--- src/rtl/sprite_pkg.sv ---
// sprite_pkg
//   Constants and types shared by the sprite frame memory write side
//   (sprite_rle_loader) and the VGA-side frame readers.
//   - DEPTH / ADDR_W : pixel entries per image and the address width that
//                      both writers and readers use.
//   - IDX_W / PALETTE_N : palette index width and number of legal entries.
//   - RUN_W, IDX_LSB, RUN_LSB : layout of one RLE byte
//                      ([RUN_LSB +: RUN_W] = run-1, [IDX_LSB +: IDX_W] = index).
//   - loader_state_t : loader FSM states.
package sprite_pkg;

  localparam int DEPTH     = 49152;   // 256 x 192
  localparam int ADDR_W    = 19;
  localparam int IDX_W     = 3;
  localparam int RUN_W     = 5;
  localparam int PALETTE_N = 6;

  localparam int IDX_LSB   = 0;
  localparam int RUN_LSB   = 3;

  typedef enum logic [1:0] {
    IDLE  = 2'd0,
    FETCH = 2'd1,
    EMIT  = 2'd2
  } loader_state_t;

endpackage

--- src/rtl/sprite_rle_loader.sv ---
// sprite_rle_loader
//   Run-length decoder that fills the 3-bit palette-index sprite RAM from a
//   byte stream. Each byte carries an index and a run length (run+1 pixels);
//   the block turns it into consecutive write strobes starting at address 0.
//
// Ports
//   Clk           : system clock, rising edge
//   Reset_n       : synchronous active-low reset
//   start         : one-cycle pulse, begins a load at address 0 (IDLE only)
//   in_data       : RLE byte, [2:0] index, [7:3] run (length = run+1)
//   in_valid      : in_data valid
//   in_ready      : byte accepted when in_valid && in_ready
//   we            : write strobe to the sprite RAM
//   write_address : pixel address (meaningful when we=1)
//   write_data    : palette index (meaningful when we=1)
//   busy          : load in progress
//   done          : one-cycle pulse after the write to DEPTH-1
//   overrun       : sticky, the final run was truncated at DEPTH-1
//   bad_index     : sticky, an index >= PALETTE_N was received
module sprite_rle_loader
  import sprite_pkg::*;
#(
  parameter int P_DEPTH     = DEPTH,
  parameter int P_ADDR_W    = ADDR_W,
  parameter int P_IDX_W     = IDX_W,
  parameter int P_RUN_W     = RUN_W,
  parameter int P_PALETTE_N = PALETTE_N
) (
  input  logic                Clk,
  input  logic                Reset_n,
  input  logic                start,
  input  logic [7:0]          in_data,
  input  logic                in_valid,
  output logic                in_ready,
  output logic                we,
  output logic [P_ADDR_W-1:0] write_address,
  output logic [P_IDX_W-1:0]  write_data,
  output logic                busy,
  output logic                done,
  output logic                overrun,
  output logic                bad_index
);

  localparam logic [P_ADDR_W-1:0] LAST_ADDR = P_ADDR_W'(P_DEPTH - 1);

  loader_state_t       state_reg;
  // Address of the next pixel to be written.
  logic [P_ADDR_W-1:0] addr_reg;
  // Pixels still to write after the one currently on the write port.
  // This is exactly the run field of the byte, so no +1/-1 adjustment.
  logic [P_RUN_W-1:0]  count_reg;
  logic                we_reg;
  logic [P_ADDR_W-1:0] write_address_reg;
  logic [P_IDX_W-1:0]  write_data_reg;
  logic                busy_reg;
  logic                done_reg;
  logic                overrun_reg;
  logic                bad_index_reg;

  logic [P_IDX_W-1:0]  in_idx;
  logic [P_RUN_W-1:0]  in_run;
  logic                in_idx_bad;

  assign in_idx     = in_data[IDX_LSB +: P_IDX_W];
  assign in_run     = in_data[RUN_LSB +: P_RUN_W];
  assign in_idx_bad = (int'(in_idx) >= P_PALETTE_N);

  // The first pixel of a run is put on the write port in the same edge that
  // accepts the byte, so a byte accepted in cycle N writes in cycle N+1.
  // In EMIT the registered outputs describe the write happening this cycle;
  // the decision for the following cycle looks at that write's address and
  // the remaining count.
  always_ff @(posedge Clk) begin
    if (!Reset_n) begin
      state_reg         <= IDLE;
      addr_reg          <= '0;
      count_reg         <= '0;
      we_reg            <= 1'b0;
      write_address_reg <= '0;
      write_data_reg    <= '0;
      busy_reg          <= 1'b0;
      done_reg          <= 1'b0;
      overrun_reg       <= 1'b0;
      bad_index_reg     <= 1'b0;
    end else begin
      done_reg <= 1'b0;

      case (state_reg)
        IDLE: begin
          we_reg <= 1'b0;
          if (start) begin
            state_reg     <= FETCH;
            addr_reg      <= '0;
            overrun_reg   <= 1'b0;
            bad_index_reg <= 1'b0;
            busy_reg      <= 1'b1;
          end
        end

        FETCH: begin
          we_reg <= 1'b0;
          if (in_valid) begin
            // Illegal indices are flagged but still written unchanged.
            if (in_idx_bad) begin
              bad_index_reg <= 1'b1;
            end
            we_reg            <= 1'b1;
            write_address_reg <= addr_reg;
            write_data_reg    <= in_idx;
            addr_reg          <= addr_reg + P_ADDR_W'(1);
            count_reg         <= in_run;
            state_reg         <= EMIT;
          end
        end

        EMIT: begin
          if (write_address_reg == LAST_ADDR) begin
            // Image complete; any pixels left in the run are dropped.
            if (count_reg != '0) begin
              overrun_reg <= 1'b1;
            end
            we_reg    <= 1'b0;
            done_reg  <= 1'b1;
            busy_reg  <= 1'b0;
            state_reg <= IDLE;
          end else if (count_reg == '0) begin
            we_reg    <= 1'b0;
            state_reg <= FETCH;
          end else begin
            // write_data_reg keeps the run's index.
            we_reg            <= 1'b1;
            write_address_reg <= addr_reg;
            addr_reg          <= addr_reg + P_ADDR_W'(1);
            count_reg         <= count_reg - P_RUN_W'(1);
          end
        end

        default: begin
          we_reg    <= 1'b0;
          state_reg <= IDLE;
        end
      endcase
    end
  end

  assign in_ready      = (state_reg == FETCH);
  assign we            = we_reg;
  assign write_address = write_address_reg;
  assign write_data    = write_data_reg;
  assign busy          = busy_reg;
  assign done          = done_reg;
  assign overrun       = overrun_reg;
  assign bad_index     = bad_index_reg;

endmodule

--- config.mk ---
export PLATFORM = sky130hd
export DESIGN_NAME = sprite_rle_loader
export DESIGN_NICKNAME = d
export VERILOG_FILES = /design/src/rtl/sprite_pkg.sv /design/src/rtl/sprite_rle_loader.sv
export SDC_FILE = /design/constraint.sdc
export NUM_CORES = 1
export LEC_CHECK = 0
export BUFFER_PORTS_ARGS = -buffer_cell sky130_fd_sc_hd__buf_2
export CAP_MARGIN = 15
export CORE_MARGIN = 1.5
export CORE_UTILIZATION = 41
export DETAILED_ROUTE_END_ITERATION = 16
export SETUP_SLACK_MARGIN = 0.3
export SYNTH_ARGS = -nofsm -noshare
export SYNTH_HDL_FRONTEND = slang
export SYNTH_SLANG_ARGS = --single-unit
--- constraint.sdc ---
create_clock -name Clk -period 2.9 [get_ports Clk]
set_input_delay 0 -clock Clk [delete_from_list [all_inputs] [get_ports Clk]]
set_output_delay 0 -clock Clk [all_outputs]
set_load 0.05 [all_outputs]
==> implementation parameters <==
Parameter                              Value

Final layout
  Layout cell share with drive strength beyond 1 ... 20.92%
  Final Util ... ~50%
  Filler instances ... roughly 610
  Number of nets in the final layout ... between 300 and 400
  Antenna Diode Count ... 0
  Synthesis-to-finish area growth ... 13.91%

Clock tree
  TritonCTS clock tree ... built
  Worst-path clk slew ... 0.09 ns
  Clock latency reported for the late side of the worst-skew pair ... 0.30 ns
  Bufs on Longest Clock Path ... 2
  Total clock buffers created by CTS ... 5
  Number of gates given a new drive strength after cts ... 0
  Post-CTS setup buffers ... 0
  Root buffer cell ... sky130_fd_sc_hd__clkbuf_8
  H-tree lvl count ... 2
  CTS sink count ... 53

Worst setup path
  Critical Path, Cell by Cell ... inv_1 > ha_1 > nor4b_4 > a2111oi_4 > o211ai_4 > or4_1 > o21ai_0
  Highest-delay cell along the critical path ... sky130_fd_sc_hd__or4_1
  Crit path buffers/inverters ... 1
  Type of element capturing the critical path ... flip-flop
  Register-to-Register Path Depth ... 7
  Path length in cells of the critical path ... 7
  Kind of start point of the critical path ... flip-flop
  Required time of the worst setup path ... 3.13 ns
  Maximum net fanout on the critical path ... 17
  Setup Crit Path Kind ... reg2reg
  Data arrival time of the critical path ... 2.57 ns
  Cell family with most CP delay ... compound AO/OA/AOI/OAI gates
  Largest stage delay on the critical path ... 0.54 ns

Route
  Iter 0 DRT Violations ... 148
  DR vias/cell ... about 5.7
  Routed length per placed instance ... 15.55 um
  DRC ... 0
  ANT nets after route ... 0
  Routed wire length ... 6.626 mm
  Vias post-DR ... between 2000 and 2500
  First-pass iteration count of the detailed router ... 4

Logic synthesis
  Most frequently used cell type in the post-synthesis netlist ... sky130_fd_sc_hd__dfxtp_1
  Syn Area/Cell ... 8.762 um2
  Dominant synthesized flop cell ... sky130_fd_sc_hd__dfxtp_1
  Cell type contributing the most total cell area after synthesis ... sky130_fd_sc_hd__dfxtp_1
  Share of Yosys cell area claimed by the top area cell type ... 39.19%
  EDFF count, synth ... 0
  Yosys reg bits ... 53
  Synth Instances ... around 310
  Largest cells by area after synthesis ... sky130_fd_sc_hd__dfxtp_1, sky130_fd_sc_hd__mux2i_1, sky130_fd_sc_hd__nand2_1
  Total number of yosys warnings ... 0
  Fraction of registers with async set/reset ... 0%
  Post-Synthesis Cell Area ... 2708 um2
  Post-Syn Nets ... 328
  Cell types with the highest counts after synthesis ... sky130_fd_sc_hd__dfxtp_1, sky130_fd_sc_hd__nand2_1, sky130_fd_sc_hd__nor2_1
  Register area share after synthesis ... between 30% and 40%
  Number of unique standard cell types used by synthesis ... 48

Timing
  Crit share post-route ... about four fifths
  Final number of max-transition violations ... 0
  Worst Skew ... 0.006766 ns
  RSZ-0062 raised after global routing ... false
  Highest clock frequency the design can meet ... 428.1 MHz
  Slew at the pin with the worst max-slew slack ... 0.6779 ns
  Final sum of negative setup slack ... 0 ns
  Worst Slack Setup Final ... 0.5641 ns
  Endpoints failing hold ... 0
  Relative slew margins ... between 50% and 60%
  Final setup violation count ... 0
  Time the final worst path needs with I/O delays and setup ... 2.336 ns

Worst hold path
  Path class of the lowest-slack min-delay path ... in2reg
  Instance count along the most critical hold path ... 3

Global routing
  Number of global-route vias before repair ... 2361
  Initial antenna violation count ... 0
  GRT Total Usage ... 19.58%
  Largest net degree at the start of global routing ... 27
  Wire length of the first global-routing pass ... ~11 mm
  Leftover overflow at the end of global routing ... 0

Place
  Final HPWL from detailed placement ... about 4.8 mm
  Dpl ws ... 0.5024 ns
  Final RePlAce weighted congestion ... 0.8125
  I/O Buffers ... 39

Floorplan
  Die span in x ... 84.27 um
  Initial core utilization ... 42.64%
  Top Ports ... 40
  DIE AREA ... 7101 um2
  Die Ht ... 84.27 um
  Core Box Area ... 6350 um2
  Std-Cell Rows ... 29

Power and ir drop
  Static leakage ... approximately 1.3 nW
  Peak ir drop on the vdd network ... 0.5495 mV
  Cell area power density ... 695.5 nW/um2

Run status
  Run status ... finished, final reports clean

Job
  Max Cap Violations ... 0
[logic make-up after synthesis]
| kind of cell | Yosys count | synth area share [%] |
|---|---|---|
| buffers and inverters | 29 | 4.944 |
| AOI/OAI and AO/OA | 66 | 18.21 |
| adders and majority gates | 7 | 3.235 |
| DFF | 53 | 39.19 |
| muxes | 22 | 8.133 |
| and+or+nand+nor | 132 | 26.29 |
[layout make-up]
| type | instances | area [um2] | share of cell area, % |
|---|---|---|---|
| Tap cell | 77 | 96.34 | 3.124 |
| Inverter | 12 | 45.04 | 1.460 |
| Sequential cell | 53 | 1061 | 34.40 |
| Timing Repair Buffer | 51 | 295.3 | 9.574 |
| Clock inverter | 1 | 5.005 | 0.1623 |
| Clock buffer | 5 | 68.82 | 2.231 |
| Multi-Input combinational cell | 227 | 1513 | 49.05 |
[what timing repair did]
item | CTS | global route
hold buffers | 4 | 0
endpoints found under the setup margin | 0 | 2
endpoints found under the hold margin | 4 | 0
[worst register-to-register path, cell delays in order, from the launching register on]
cell and delay, ns:
sky130_fd_sc_hd__dfxtp_1 0.36, sky130_fd_sc_hd__inv_1 0.06, sky130_fd_sc_hd__ha_1 0.24, sky130_fd_sc_hd__nor4b_4 0.17, sky130_fd_sc_hd__a2111oi_4 0.53, sky130_fd_sc_hd__o211ai_4 0.28
sky130_fd_sc_hd__or4_1 0.55, sky130_fd_sc_hd__o21ai_0 0.08
[path summary, 6_finish.rpt]
path	endpoint	slack (ns)	startpoint
setup reg to reg	addr_reg[11]$_SDFFE_PN0P_	0.56	count_reg[0]$_SDFFE_PN0P_
hold / removal	write_data[2]$_SDFFE_PN0P_	0.03	in_valid
setup / recovery	addr_reg[11]$_SDFFE_PN0P_	0.56	count_reg[0]$_SDFFE_PN0P_
hold reg to reg	write_data[2]$_SDFFE_PN0P_	0.46	write_data[2]$_SDFFE_PN0P_
[metal layers]
| metal | wire length [um] | vias up | share of wire (%) | global-route usage [%] |
|---|---|---|---|---|
| met5 | 0 | - | 0 | 0 |
| met4 | 127 | 0 | 1.9 | 6.110 |
| met3 | 199 | 9 | 3.0 | 4.326 |
| met2 | 3266 | 43 | 49 | 33.82 |
| met1 | 3033 | 1159 | 46 | 24.29 |
| li1 | - | 1215 | - | - |
[power by group]
part | total, mW | switching, mW | internal [mW]
clock network | 0.393 | 0.233 | 0.160
logic | 0.935 | 0.594 | 0.342
registers | 0.817 | 0.0439 | 0.773
[stage by stage]
stage	cells	power [mW]	hold slack, ns	instance area (um2)
2_1_floorplan	309	1.576	0.1632	2708
3_3_place_gp	416	1.750	0.2765	2970
3_5_place_dp	416	1.757	0.2825	2970
4_1_cts	426	2.155	0.02951	3084
5_1_grt	426	2.281	0.04158	3084
6_report	426	2.145	0.03291	3084
[cells in the final DEF, fill, tap and decap left out, types with 2 or more instances in the layout]
master                          count
sky130_fd_sc_hd__nand4_1            7
sky130_fd_sc_hd__o21ai_2            2
sky130_fd_sc_hd__nor4_1             2
sky130_fd_sc_hd__nand3_1           18
sky130_fd_sc_hd__nand2_1           33
sky130_fd_sc_hd__buf_2             39
sky130_fd_sc_hd__buf_4              8
sky130_fd_sc_hd__o21a_1             3
sky130_fd_sc_hd__nand2b_1           2
sky130_fd_sc_hd__nor2_1            32
sky130_fd_sc_hd__clkbuf_8           5
sky130_fd_sc_hd__mux2i_1           22
sky130_fd_sc_hd__or4_1              6
sky130_fd_sc_hd__and3_1             3
sky130_fd_sc_hd__nor3_1             6
sky130_fd_sc_hd__a2bb2oi_1          2
sky130_fd_sc_hd__nand4b_1           3
sky130_fd_sc_hd__nor2b_1            3
sky130_fd_sc_hd__or3_1              2
sky130_fd_sc_hd__a211o_1            2
sky130_fd_sc_hd__dfxtp_1           53
sky130_fd_sc_hd__ha_1               7
sky130_fd_sc_hd__a21oi_1           18
sky130_fd_sc_hd__o21ai_0           15
sky130_fd_sc_hd__and4_1             6
sky130_fd_sc_hd__inv_1             12
sky130_fd_sc_hd__dlygate4sd3_1      4
sky130_fd_sc_hd__o221a_2            9
sky130_fd_sc_hd__o211ai_1           3
sky130_fd_sc_hd__or2_2              2
Note: power is estimated with default switching activity, not from simulation.
